$ cat src/rtl/pcie_tlp_tx_engine.sv
// rtl/pcie_tlp_tx_engine.sv - MWr32/CplD TLP transmit engine onto the PCIe core AXI-stream TX port.
// Optional build macro TX_CFG_DEFER_EN: grant config TLPs only between packets.
module pcie_tlp_tx_engine #(
   parameter int MAX_PAYLOAD_DW = 32,
   parameter int BUF_AV_MIN     = 1
) (
   input  logic        clk,
   input  logic        rst,
   input  logic        user_lnk_up,
   input  logic        cmd_valid,
   output logic        cmd_ready,
   input  logic        cmd_type,
   input  logic [9:0]  cmd_len,
   input  logic [31:0] cmd_addr,
   input  logic [7:0]  cmd_tag,
   input  logic [15:0] cmd_req_id,
   input  logic [15:0] cmd_cpl_id,
   input  logic [11:0] cmd_byte_count,
   input  logic [6:0]  cmd_lower_addr,
   input  logic [31:0] dat_data,
   input  logic        dat_valid,
   output logic        dat_ready,
   input  logic        s_axis_tx_tready,
   output logic [31:0] s_axis_tx_tdata,
   output logic [3:0]  s_axis_tx_tkeep,
   output logic [3:0]  s_axis_tx_tuser,
   output logic        s_axis_tx_tlast,
   output logic        s_axis_tx_tvalid,
   input  logic [5:0]  tx_buf_av,
   input  logic        tx_err_drop,
   input  logic        tx_cfg_req,
   output logic        tx_cfg_gnt,
   output logic        err_len,
   output logic [7:0]  drop_count,
   output logic        busy
);
   typedef enum logic [2:0] {IDLE, WAIT_BUF, HDR0, HDR1, HDR2, DATA} state_t;

   localparam logic [9:0] MAX_LEN = 10'(MAX_PAYLOAD_DW);
   localparam logic [5:0] BUF_MIN = 6'(BUF_AV_MIN);

   state_t      state;
   logic        type_q;
   logic [9:0]  len_q;
   logic [9:0]  cnt_q;
   logic [31:0] addr_q;
   logic [7:0]  tag_q;
   logic [15:0] req_id_q;
   logic [15:0] cpl_id_q;
   logic [11:0] bc_q;
   logic [6:0]  la_q;
   logic        len_bad;
   logic        cfg_hold;

   assign len_bad = (cmd_len == 10'd0) || (cmd_len > MAX_LEN);

`ifdef TX_CFG_DEFER_EN
   assign cfg_hold   = tx_cfg_req;
   assign tx_cfg_gnt = (state == IDLE) || (state == WAIT_BUF);
`else
   assign cfg_hold   = tx_cfg_req & 1'b0;
   assign tx_cfg_gnt = 1'b1;
`endif

   assign s_axis_tx_tkeep = 4'hF;
   assign s_axis_tx_tuser = 4'b0000;
   assign busy            = (state != IDLE);
   assign cmd_ready       = (state == IDLE) && user_lnk_up && !rst;

   // Beats are gated by link-up so nothing transfers in the cycle the link is lost.
   always_comb begin
      s_axis_tx_tvalid = 1'b0;
      s_axis_tx_tdata  = 32'h0;
      s_axis_tx_tlast  = 1'b0;
      dat_ready        = 1'b0;
      unique case (state)
         HDR0: begin
            s_axis_tx_tvalid = user_lnk_up;
            s_axis_tx_tdata  = (type_q ? 32'h4A00_0000 : 32'h4000_0000) | {22'd0, len_q};
         end
         HDR1: begin
            s_axis_tx_tvalid = user_lnk_up;
            s_axis_tx_tdata  = type_q ? {cpl_id_q, 4'b0000, bc_q}
                                      : {req_id_q, tag_q, (len_q == 10'd1) ? 4'h0 : 4'hF, 4'hF};
         end
         HDR2: begin
            s_axis_tx_tvalid = user_lnk_up;
            s_axis_tx_tdata  = type_q ? {req_id_q, tag_q, 1'b0, la_q} : (addr_q & 32'hFFFF_FFFC);
         end
         DATA: begin
            s_axis_tx_tvalid = dat_valid & user_lnk_up;
            s_axis_tx_tdata  = dat_data;
            s_axis_tx_tlast  = (cnt_q == 10'd1);
            dat_ready        = s_axis_tx_tready & user_lnk_up;
         end
         default: ;
      endcase
   end

   always_ff @(posedge clk) begin
      if (rst) begin
         state      <= IDLE;
         err_len    <= 1'b0;
         drop_count <= 8'd0;
         cnt_q      <= 10'd0;
      end else begin
         err_len <= 1'b0;
         if (tx_err_drop && drop_count != 8'hFF)
            drop_count <= drop_count + 8'd1;

         if (state == IDLE) begin
            if (cmd_valid && user_lnk_up) begin
               type_q   <= cmd_type;
               len_q    <= cmd_len;
               cnt_q    <= cmd_len;
               addr_q   <= cmd_addr;
               tag_q    <= cmd_tag;
               req_id_q <= cmd_req_id;
               cpl_id_q <= cmd_cpl_id;
               bc_q     <= cmd_byte_count;
               la_q     <= cmd_lower_addr;
               if (len_bad)
                  err_len <= 1'b1;
               else
                  state <= WAIT_BUF;
            end
         end else if (!user_lnk_up) begin
            state   <= IDLE;
            err_len <= 1'b1;
         end else begin
            unique case (state)
               WAIT_BUF: if (tx_buf_av >= BUF_MIN && !cfg_hold) state <= HDR0;
               HDR0:     if (s_axis_tx_tready) state <= HDR1;
               HDR1:     if (s_axis_tx_tready) state <= HDR2;
               HDR2:     if (s_axis_tx_tready) state <= DATA;
               DATA: begin
                  if (dat_valid && s_axis_tx_tready) begin
                     cnt_q <= cnt_q - 10'd1;
                     if (cnt_q == 10'd1)
                        state <= IDLE;
                  end
               end
               default:  state <= IDLE;
            endcase
         end
      end
   end
endmodule

$ cat config.mk
export PLATFORM = sky130hd
export DESIGN_NAME = pcie_tlp_tx_engine
export DESIGN_NICKNAME = d
export VERILOG_FILES = /design/src/rtl/pcie_tlp_tx_engine.sv
export SDC_FILE = /design/constraint.sdc
export NUM_CORES = 1
export LEC_CHECK = 0
export CAP_MARGIN = 20
export CORE_UTILIZATION = 42
export CTS_CLUSTER_SIZE = 25
export DETAILED_ROUTE_END_ITERATION = 16
export PLACE_DENSITY = 0.76
export SYNTH_ARGS = -nofsm -noshare
export SYNTH_HDL_FRONTEND = slang
export SYNTH_SLANG_ARGS = --single-unit
$ cat constraint.sdc
create_clock -name clk -period 7.66 [get_ports clk]
set_input_delay 1.532 -clock clk [delete_from_list [all_inputs] [get_ports clk]]
set_output_delay 1.532 -clock clk [all_outputs]
set_load 0.02 [all_outputs]
After elaboration in Yosys (flattened, before gate mapping)
Cells that the tools add are included.
{ "word_totals": {"regBits": 124, "output_inout_bits": 55, "in_bits": 148, "wordCells": 81} }
{ "classes": {"n_eq_ne": 16, "muxes": 28, "n_bitwise": 4, "addsub": 2, "reduce_logical": 17, "n_lt_le_gt_ge": 2} }
{ "op_table": {"columns": ["operator", "n"], "rows": [
  ["$pmux 32 s4", 1],
  ["$mux 32", 2],
  ["$mux 10", 5],
  ["$or 31x10->31", 1],
  ["$mux 3", 10],
  ["$mux 28", 1],
  ["$ne 4x4->1 const B", 6],
  ["$eq 10x1->1 const B", 2],
  ["$pmux 3 s5", 1],
  ["$gt 10x6->1 const B", 1],
  ["$logic_not 10->1", 1],
  ["$sub 10x1->10 const B", 1],
  ["$add 8x1->8 const B", 1],
  ["$ne 8x8->1 const B", 1],
  ["$reduce_and 8->1", 1],
  ["$eq 3x2->1 const B", 2],
  ["$eq 3x3->1 const B", 2],
  ["$ge 6x1->1 const B", 1],
  ["$mux 1", 6],
  ["$reduce_bool 2->1", 3],
  ["$logic_and 1x1->1", 5],
  ["$mux 4", 1],
  ["$reduce_and 4->1", 1],
  ["$eq 3x1->1 const B", 1],
  ["other kinds (11)", 12]
]} }

Depth between registers and ports, before layout
{ "depth": {"depth_word": 6, "ltp_mapped": 8} }

Worst setup path before layout
OpenSTA, ideal clock, no wires.
{ "synth_timing": {"kind": "input port to flip-flop", "start": "input port rst", "end": "register addr_q[10] (enable)", "arrival_time_ns": 6.124, "path_stages": 3, "required_ns": 7.100, "slack_ns": 0.976, "setup_ns": 0.560, "cell_sequence": "clkbuf_1 buf_1 nor2_1"} }
{ "synth_between": {"elab_chain_cells": 2} }
{ "synth_lines": {"columns": ["item", "line", "source"], "rows": [
  ["from (decl)", "8", "input logic rst,"],
  ["$not 1->1 (no line)", null, null],
  ["$reduce_and 3->1 (no line)", null, null],
  ["to (signal assigned)", "116", "addr_q <= cmd_addr;"],
  ["to (decl)", "46", "logic [31:0] addr_q;"]
]} }
No other way between the ends.
A chain may end at the register's enable or synchronous reset.

Worst setup path after layout
{ "layout_timing": {"start": "input port rst", "end": "output port cmd_ready"} }
{ "layout_between": {"elab_chain_cells": 2} }
{ "layout_lines": {"columns": ["item", "line", "source"], "rows": [
  ["$logic_not 1->1", "68", "assign cmd_ready = (state == IDLE) && user_lnk_up && !rst;"],
  ["$logic_and 1x1->1", "68", null],
  ["to (decl)", "11", "output logic cmd_ready,"]
]} }
No other way between the ends.

==> flow_results.org <==
** Drt
- Average wire per standard cell :: 17.9 um
- DRC errors left :: 0
- Post-route antenna net violation count :: 0
- Total Routed Length :: roughly 15 mm
- Total via count in the routed design :: between 4,000 and 5,000
- Dividing the detail-routed via count by the number of cells gives around 5.4.
- First-pass DRT Iterations :: 5
- Detailed router's first-iteration violation count :: 432

** Yosys
- Cells after synthesis :: approximately 470
- Averaged over all synthesized cells, the footprint is approximately 12 sq um.
- Flop and latch count out of synthesis :: 122
- The most used flip-flop cell after synthesis is sky130_fd_sc_hd__edfxtp_1.
- Cell area after synthesis :: about 5500 sq um
- Synth async-reset ratio :: 0%
- Yosys mapped a number of flops with a built-in enable equal to 100.
- In this run, distinct cell masters in the synthesized netlist total 56.
- Sequential fraction of the synthesis area :: a little over three fifths
- Yosys warning count :: 0

** Placed design
- Count of port buffers added during placement :: 190
- Final GP Congestion :: roughly 0.87
- Once detailed placement completed, the half-perimeter wirelength came to 10.7 mm.

** Floorplan
- The floorplan step set the die height to 116 um.
- From left edge to right edge, the die measures between 100 and 150 um.
- Area of the core :: between 10,000 and 15,000 sq um
- between 200 and 250 I/O pins were placed.
- The die covers around 14,000 sq um.
- Once the floorplan was initialized, standard cells occupied a little over two fifths of the core.
- Count of standard-cell rows :: 41

** Pwr
- Combinational logic is responsible for under 10% of the overall power.
- The analysis attributes to cell leakage a power of 2.85 nW.
- Sw Pwr :: approximately 0.33 mW
- In this run, the clock network consumes between 40% and 50% of the power.
- Net switching is 20.4% of the power.
- Cell Int Power :: about 1.3 mW
- Power comes to ~1.6 mW.
- Sequential share of power :: a little under half
- In this run the power density over the cells is a little over 200 nW/um^2.
- Peak supply drop :: 0.000188 V

** CTS
- Post_cts resized :: 0
- Clk sink count :: about 120
- In this run, CTS created clock tree buffers numbering 17.
- Clock latency on the worst-skew pair :: roughly 0.42 ns
- Clock-pin transition on the worst setup and hold timing paths :: approximately 0.050 ns
- Maximum buffer depth of the clock tree :: 2
- Buffers inserted to repair hold after CTS numbered 0.
- After clock tree synthesis, the setup repair step added 0 buffers.
- TritonCTS built the clock tree.
- Clock Tree Root :: sky130_fd_sc_hd__clkbuf_16
- The H-tree was split into 4 levels.

** Setup path
- Walking the worst path, the cells encountered are clkdlybuf4s50_1 -> inv_1 -> nand2_1 -> nor2_1 -> clkdlybuf4s50_1.
- The worst setup path is launched from an input pin.
- Data on the critical path is required at its endpoint by 6.13 ns.
- Number of cells on the critical path :: 5
- The largest single stage delay on the critical path is 1.00 ns.
- The cell that appears most often on the critical path is sky130_fd_sc_hd__clkdlybuf4s50_1.
- Among cell families on the critical path, the largest total delay comes from buffers and inverters.
- Arrival time at the worst endpoint :: 3.55 ns
- The worst setup path is captured at a primary output.
- The worst register-to-register path begins at state[0]$_SDFFE_PP0P_.
- Along the worst path, the maximum fanout reaches 20.
- Reg-to-Reg End :: addr_q[14]$_DFFE_PP_
- Highest-delay cell along the critical path :: sky130_fd_sc_hd__clkdlybuf4s50_1
- The critical path contains buffers and inverters numbering 3 combined.
- The setup path with the least slack is of type in -> out.
- In this run the register-to-register setup slack is around 4.4 ns.
- The worst register-to-register path has a depth of 6.

** STA
- The total count of max-transition violations in the final report was 0.
- The number of hold violations in the final report was 0.
- Clk_skew :: 0.00607 ns
- Share of the cycle needed by the critical path after routing :: between 60% and 70%
- Setup-violating endpoint count in the final report :: 0
- Relative max-transition margin :: about a third
- Fin crit period :: a little over 5 ns
- Transition at the pin with the smallest max-transition slack :: just over 1 ns
- For the final routed database, the setup TNS stands at 0 ns.
- Setup repair after global routing left no endpoint under its margin.
- Derived from the worst setup path, the maximum achievable clock frequency is approximately 200 MHz.
- Worst hold slack across all endpoints :: roughly 0.5 ns

** Status
- The run finished with clean final reports.

** Final layout
- Net count of the finished layout :: 805
- Number of antenna cells inserted :: 0
- Area growth, synth to finish :: 46.9%
- Fraction of layout cells with a size suffix above 1 :: ~5.2%
- Final core occ :: between 60% and 70%
- Leaving out fill and tap cells, the most frequent cell in the layout is sky130_fd_sc_hd__clkdlybuf4s50_1.
- Count of filler cells inserted in the layout :: about 1,000
- Top library cells by usage in the layout, fill and taps aside :: 190 x sky130_fd_sc_hd__clkdlybuf4s50_1, 100 x sky130_fd_sc_hd__edfxtp_1, 43 x sky130_fd_sc_hd__nor2_1, 41 x sky130_fd_sc_hd__nand2_1

** Global routing
- The first global-routing pass estimated 23.0 mm of wire.
- Overall fraction of global-route tracks in use :: between 20% and 30%
- The number of antenna violations at the first check in global routing came to 0.
- Global routing finished with a remaining overflow of 0.
- Vias in the first global route :: between 4,000 and 5,000
- Largest net degree at the start of global routing :: 70

** Worst hold path
- For hold timing, the worst endpoint is cnt_q[7]$_SDFFE_PP0P_.
- Hold path cells :: 2
- In this run the most critical hold path is launched from cnt_q[7]$_SDFFE_PP0P_.
- Hold WC Path Type :: reg -> reg

** Flow run
- Max-capacitance violation count :: 0
[cells by family after synthesis]
family,synth area share (%)
compound gates,15.5
xor+xnor,0.956
fa+ha+maj,0.683
buf+inv,3.55
flops,62.7
mux,5.49
other cells,0.137
simple gates,11.1
[synth_stat cells (all sizes together) (5+ instances only)]
library cell / count / area [sq um]
xnor2: 5 / 43.8
a22oi: 9 / 67.6
nor2: 44 / 165
a21oi: 26 / 130
buf: 19 / 105
o22ai: 14 / 87.6
nor3: 11 / 55.1
mux2i: 29 / 290
a22o: 5 / 43.8
dfxtp: 22 / 440
nand3: 8 / 40.0
inv: 9 / 33.8
a221oi: 13 / 114
edfxtp: 100 / 3000
a21o: 6 / 45.0
clkbuf: 15 / 56.3
nand2: 41 / 154
and3: 5 / 31.3
o21ai: 30 / 150
[worst max-delay path by stage]
stage | from | end
6_report | rst | cmd_ready
5_1_grt | rst | cmd_ready
4_1_cts | rst | cmd_ready
3_5_place_dp | rst | cmd_ready
3_3_place_gp | rst | cmd_ready
2_1_floorplan | rst | addr_q[10]$_DFFE_PP_
[registers in the layout (all words and copies together) (netlist names), 8 cells and up]
signal and cells:
addr_q 30, req_id_q 16, bc_q 12, cpl_id_q 16, cnt_q 10, len_q 10
tag_q 8, drop_count 8
[tightest hold or removal path, stage by stage (launching register included)]
cell                      delay (ns)
sky130_fd_sc_hd__dfxtp_1        0.31
sky130_fd_sc_hd__o21ai_0        0.07
sky130_fd_sc_hd__a21oi_1        0.06
[power groups by stage]
stage	Clock [mW]	Sequential [mW]	Combinational [mW]
after floorplan	0	0.765	0.0501
after global placement	0	0.763	0.138
after detailed placement	0	0.765	0.142
after CTS	0.745	0.751	0.143
after global routing	0.782	0.753	0.154
final	0.735	0.752	0.143
[layer usage]
metal	wire length [um]	global-route usage (%)
met1	5830	26.3
met2	7640	40.0
met3	1190	7.99
met4	357	10.0
met5	0	0
[metrics by stage]
stage	cells	area, sq um	setup slack, ns
2_1_floorplan	473	5520	0.976
5_1_grt	839	8070	2.41
3_3_place_gp	807	7530	2.60
6_report	839	8070	2.58
4_1_cts	839	8070	2.58
3_5_place_dp	807	7530	2.58
[area by class of cell]
type	instances	area [sq um]	area share [%]
clock buffers	20	437	5.41
clock inverters	12	106	1.32
inverters	9	33.8	0.418
multi-input cells	308	1890	23.4
flip-flops and latches	122	3440	42.7
well taps	172	215	2.67
repair buffers	196	1950	24.1
Note: power is estimated with default switching activity, not from simulation.
